`config.mk`:
```
export PLATFORM = sky130hd
export DESIGN_NAME = stat_report_tx
export DESIGN_NICKNAME = d
export VERILOG_FILES = /design/src/rtl/stat_report_pkg.sv /design/src/rtl/stat_edge_latch.sv /design/src/rtl/stat_report_tx.sv
export SDC_FILE = /design/constraint.sdc
export NUM_CORES = 1
export LEC_CHECK = 0
export BUFFER_PORTS_ARGS = -buffer_cell sky130_fd_sc_hd__buf_2
export CELL_PAD_IN_SITES_DETAIL_PLACEMENT = 0
export CELL_PAD_IN_SITES_GLOBAL_PLACEMENT = 1
export CORE_MARGIN = 4
export CORE_UTILIZATION = 41
export CTS_BUF_LIST = sky130_fd_sc_hd__clkbuf_4
export DETAILED_ROUTE_END_ITERATION = 8
export GPL_ROUTABILITY_DRIVEN = 0
export PLACE_DENSITY = 0.73
export SKIP_LAST_GASP = 1
export SLEW_MARGIN = 30
export SYNTH_ARGS = -nofsm -noshare
export SYNTH_HDL_FRONTEND = slang
export SYNTH_SLANG_ARGS = --single-unit
export TNS_END_PERCENT = 50
```
`constraint.sdc`:
```
create_clock -name clk_20M -period 5.7 [get_ports clk_20M]
set_clock_uncertainty 0.05 [all_clocks]
set_input_delay 0 -clock clk_20M [delete_from_list [all_inputs] [get_ports clk_20M]]
set_output_delay 0 -clock clk_20M [all_outputs]
set_load 0.01 [all_outputs]
```
`src/rtl/stat_report_pkg.sv`:
```
// Shared constants, FSM states and frame builder for stat_report_tx.
// STAT_PARITY_EN adds an even-parity bit sent after the eight data bits.
package stat_report_pkg;

  localparam logic [2:0] SYNC = 3'b101;

`ifdef STAT_PARITY_EN
  localparam int FRAME_W = 9;
`else
  localparam int FRAME_W = 8;
`endif

  typedef enum logic [1:0] {IDLE, LOAD, SHIFT, GAP} state_t;

  // Returns the frame in transmit order: MSB leaves first, parity (if any) last.
  function automatic logic [FRAME_W-1:0] build_frame(input logic [2:0] pend,
                                                     input logic [1:0] lvl);
    logic [7:0] b;
    b = {SYNC, pend, lvl};
`ifdef STAT_PARITY_EN
    return {b, ^b};
`else
    return b;
`endif
  endfunction

endpackage

```
`src/rtl/stat_edge_latch.sv`:
```
// Rising-edge detector with a sticky pending bit; a new edge beats a clear.
module stat_edge_latch (
  input  logic clk_20M,
  input  logic reset_n,
  input  logic din,
  input  logic clr,
  output logic pend
);

  logic prev;

  always_ff @(posedge clk_20M or negedge reset_n) begin
    if (!reset_n) begin
      prev <= 1'b0;
      pend <= 1'b0;
    end else begin
      prev <= din;
      pend <= (din & ~prev) | (pend & ~clr);
    end
  end

endmodule

```
`src/rtl/stat_report_tx.sv`:
```
// Framed 3-wire status transmitter: event frames plus a periodic heartbeat.
// Build with STAT_PARITY_EN defined for a 9-bit frame carrying even parity.
module stat_report_tx
  import stat_report_pkg::*;
#(
  parameter int CLK_DIV   = 10,
  parameter int HEARTBEAT = 20000,
  parameter int GAP_BITS  = 2
) (
  input  logic clk_20M,
  input  logic reset_n,
  input  logic dsp_err,
  input  logic optolock,
  input  logic fastlock,
  output logic tx_sclk,
  output logic tx_frame,
  output logic tx_sdata,
  output logic busy
);

  localparam int NUM_IN = 3;

  logic [NUM_IN-1:0]  din, pend;
  state_t             state, state_nxt;
  logic               go, load, seg_end, half_end, bit_end, ph, hb_req;
  logic [7:0]         div;
  logic [3:0]         bit_cnt;
  logic [23:0]        hb_cnt;
  logic [FRAME_W-1:0] sh;

  assign din = {dsp_err, optolock, fastlock};

  for (genvar i = 0; i < NUM_IN; i++) begin : g_lat
    stat_edge_latch u_lat (
      .clk_20M (clk_20M),
      .reset_n (reset_n),
      .din     (din[i]),
      .clr     (load),
      .pend    (pend[i])
    );
  end

  assign half_end = (div == 8'(CLK_DIV - 1));
  assign bit_end  = half_end & ph;

  always_ff @(posedge clk_20M or negedge reset_n) begin
    if (!reset_n) state <= IDLE;
    else          state <= state_nxt;
  end

  always_comb begin
    state_nxt = state;
    go        = 1'b0;
    load      = 1'b0;
    seg_end   = 1'b0;
    case (state)
      IDLE:  if ((|pend) || hb_req) begin
               go        = 1'b1;
               state_nxt = LOAD;
             end
      LOAD:  begin
               load      = 1'b1;
               state_nxt = SHIFT;
             end
      SHIFT: if (bit_end && bit_cnt == 4'(FRAME_W - 1)) begin
               seg_end   = 1'b1;
               state_nxt = GAP;
             end
      GAP:   if (bit_end && bit_cnt == 4'(GAP_BITS - 1)) begin
               seg_end   = 1'b1;
               state_nxt = IDLE;
             end
      default: state_nxt = IDLE;
    endcase
  end

  // Cleared on entry to LOAD so LOAD-to-LOAD heartbeat spacing is exactly HEARTBEAT.
  always_ff @(posedge clk_20M or negedge reset_n) begin
    if (!reset_n) begin
      hb_cnt <= '0;
      hb_req <= 1'b0;
    end else if (go) begin
      hb_cnt <= '0;
      hb_req <= 1'b0;
    end else begin
      hb_cnt <= (hb_cnt == 24'(HEARTBEAT - 1)) ? '0 : hb_cnt + 24'd1;
      if (hb_cnt == 24'(HEARTBEAT - 2)) hb_req <= 1'b1;
    end
  end

  // ph is the half-period phase; in GAP it paces the idle bits without driving tx_sclk.
  always_ff @(posedge clk_20M or negedge reset_n) begin
    if (!reset_n) begin
      sh       <= '0;
      tx_frame <= 1'b0;
      div      <= '0;
      ph       <= 1'b0;
      bit_cnt  <= '0;
    end else begin
      case (state)
        LOAD: begin
          sh       <= build_frame(pend, {optolock, fastlock});
          tx_frame <= 1'b1;
          div      <= '0;
          ph       <= 1'b0;
          bit_cnt  <= '0;
        end
        SHIFT, GAP: begin
          if (half_end) begin
            div <= '0;
            ph  <= ~ph;
            if (ph) begin
              if (seg_end) begin
                bit_cnt  <= '0;
                tx_frame <= 1'b0;
              end else begin
                bit_cnt <= bit_cnt + 4'd1;
                sh      <= {sh[FRAME_W-2:0], 1'b0};
              end
            end
          end else begin
            div <= div + 8'd1;
          end
        end
        default: begin
          div     <= '0;
          ph      <= 1'b0;
          bit_cnt <= '0;
        end
      endcase
    end
  end

  assign tx_sclk  = ph & (state == SHIFT);
  assign tx_sdata = tx_frame & sh[FRAME_W-1];
  assign busy     = (state != IDLE);

endmodule

```
==> impl_metrics.csv <==
group,metric,value,unit
detailed_routing,ant_nets,0,
floorplanning,start_util,42.61,%
synthesis,netlist_top_cells_area,"dfrtp_1, nor2_1, ha_1",
placement,place_ws,3370,ps
placement,dpl.hpwl,3387,um
power,cellPowerDensity,223.0,nW/um^2
synthesis,yosysSeqAreaShare,50.30,%
synthesis,synth_area_per_cell,10.29,um^2
floorplanning,io_pins,9,
synthesis,synth_top_area_cell,"dfrtp_1",
synthesis,synth-seq-cells,55,
synthesis,synth-warning-count,0,
power,power.leakage,1.397,nW
placement,port_buffers,8,
worst_setup_path,crit_buf_inv,2,
worst_setup_path,start_kind,"register",
run_status,status,"finished clean",
synthesis,ys_types,40,
worst_setup_path,cpMostUsedCell,"inv_1",
synthesis,yosysMostFrequentCell,"dfrtp_1",
power,vdd_drop_max,99.55,uV
detailed_routing,firstDrtPassIters,4,
detailed_routing,wl_per_cell,13.47,um
clocking,cts.clk_slew.worst_paths,160,ps
global_routing,antenna_found_initial,0,
global_routing,overflow,0,
detailed_routing,drcViolationCount,0,
worst_setup_path,crit_family,"compound AO/OA/AOI/OAI gates",
floorplanning,placementRows,29,
synthesis,synth_cells,266,
cells_and_area,fill_cells,615,
worst_setup_path,cp.required,5930,ps
detailed_routing,vias,1866,
floorplanning,die_x,89.70,um
cells_and_area,post-route-util,46.72,%
cells_and_area,drive_gt1_share,10.28,%
worst_setup_path,startpoint,"state[0]",
worst_setup_path,endpoint_kind,"register",
synthesis,syn_area,2736,um^2
clocking,insertion_delay,370,ps
synthesis,syn-num-nets,282,
timing,rsz0062_at_grt,"false",
worst_setup_path,path_cells,"inv_1 > ha_1 > nand3_1 > a21oi_2 > inv_1 > o31ai_4 > mux2_2",
job,drv_cap,0,
worst_setup_path,arrival,2550,ps
placement,placed_area,2855,um^2
global_routing,grt_max_degree,56,
floorplanning,dieArea,8045,um^2
cells_and_area,areaGrowthSynthToFinish,9.648,%
timing,fin_crit_sh,40.66,%
power,total_power,0.0006691,W
clocking,cts-buffers-inserted,5,
timing,tns,0,ps
worst_setup_path,critPathMaxFanout,8,
cells_and_area,n_antenna_cell,0,
timing,slew_headroom,53.81,%
timing,finalCriticalPeriod,2318,ps
clocking,h-tree-depth,2,
detailed_routing,drt_wl_total,4835,um
clocking,cts_sinks,55,
floorplanning,core,6422,um^2
worst_setup_path,cpMaxStageDelayCell,"dfrtp_1",
timing,max_freq,0.4315,GHz
worst_setup_path,r2r-start,"state[0]",
timing,hold_viol,0,
global_routing,grt_pass1_wl,8349,um
timing,setup_violations,0,
timing,tightest_slew,692.9,ps
synthesis,synth_top_area_share,50.30,%
worst_hold_path,min_path_type,"in2async",
synthesis,async_flop_share,100.0,%
floorplanning,die_y,89.70,um
synthesis,synth_ff_type,"dfrtp_1",
global_routing,grt.total_usage,13.47,%
cells_and_area,finalNetCount,297,
clocking,clock_path_buffers,2,
cells_and_area,fin_area,3000,um^2
timing,slew_violations,0,
global_routing,grt_pass1_vias,1724,
detailed_routing,drt_iter0_drc,116,
clocking,postCtsResizedCells,0,
timing,fin_ws,3382,ps
detailed_routing,viasPerCell,5.198,
worst_setup_path,r2r_slack,3380,ps
clocking,cts_tree,"built",
clocking,cts_root_buf,"clkbuf_4",
synthesis,synth_top_cells_by_count,"dfrtp_1, nor2_1, inv_1",
worst_setup_path,critical_path_class,"reg2reg",
worst_setup_path,cpPeakStageDelay,470,ps
synthesis,synth_edf_count,0,
## placed cells by master, fill, tap and decap left out, drive strengths merged
cell type	n
dfrtp	55
nor2	47
inv	15
nand3	15
xor2	14
nand2	13
xnor2	12
ha	11
nor3	10
buf	9
and3	8
nand4	7
mux2i	7
a21oi	7
o21ai	6
mux2	6
and4	5
clkbuf	5
dlygate4sd3	4
nor4	3
o22ai	3
and2	2
a22o	2
bufinv	2
o31ai	2
or2	1
and4bb	1
nor4b	1
a21o	1
a31oi	1
nand3b	1
nor4bb	1
or3	1
o32a	1
a41oi	1
or4	1
clkinvlp	1
## repair_timing
item,4_1_cts,5_1_grt
hold buffers,4,0
buffers inserted,0,0
hold endpoints to repair,63,0
## where the power goes
group,switching (W),internal (W)
clock,0.000127,0.000136
sequential,0.000000665,0.000392
combinational,0.00000910,0.00000420
## cell type report
class	count	area [um^2]	share of cell area, %
flip-flops and latches	55	1376	45.87
inverters	15	56.30	1.877
multi-input cells	191	1279	42.62
clock buffers	5	37.54	1.251
clock inverters	3	67.56	2.252
repair buffers	13	87.58	2.919
well taps	77	96.34	3.211
## sequential cells by signal, summed over array words and instances, names as in the netlist, 2 cells and up
| name | count |
|---|---|
| g_lat.u_lat.pend | 3 |
| state | 2 |
| bit_cnt | 4 |
| g_lat.u_lat.prev | 3 |
| div | 8 |
| sh | 8 |
| hb_cnt | 24 |
## tightest hold or removal path: stages
cell and delay (ps):
dlygate4sd3_1 520, buf_2 90, buf_4 550
## through the flow
stage	instances	hold WS, ps
after CTS	359	204.9
after detailed placement	347	73.96
final	359	207.0
after global placement	347	74.71
after global routing	359	202.7
after floorplan	266	-345.6
## cells by family (layout without fill, tap and decap cells)
group | after synthesis | in the layout | synth area share [%]
muxes | 13 | 13 | 5.030
DFF | 55 | 55 | 50.30
buffers and inverters | 20 | 36 | 2.972
and+or+nand+nor | 117 | 117 | 22.13
xor gates and xnor gates | 26 | 26 | 8.322
adders and majority gates | 11 | 11 | 5.030
AOI/OAI and AO/OA | 24 | 24 | 6.219
## final timing paths
path | to | cells after the start
max | sh[1] | 7
min | hb_cnt[17] | 3
max reg2reg | sh[1] | 7
min reg2reg | g_lat[0].u_lat.pend | 1
max in group asynchronous | div[0] | 3
min in group clk_20M | g_lat[2].u_lat.prev | 2
## metal layers
layer | up-vias | part of all wire, % | routed length [um] | track usage, %
met2 | 14 | 44 | 2144 | 20.61
met5 | - | 0 | 0 | 0
met4 | 0 | 1.0 | 50 | 4.465
met1 | 902 | 52 | 2532 | 19.24
li1 | 945 | - | - | -
met3 | 5 | 2.2 | 107 | 2.464
No activity file was read; power rests on OpenSTA's default activity.
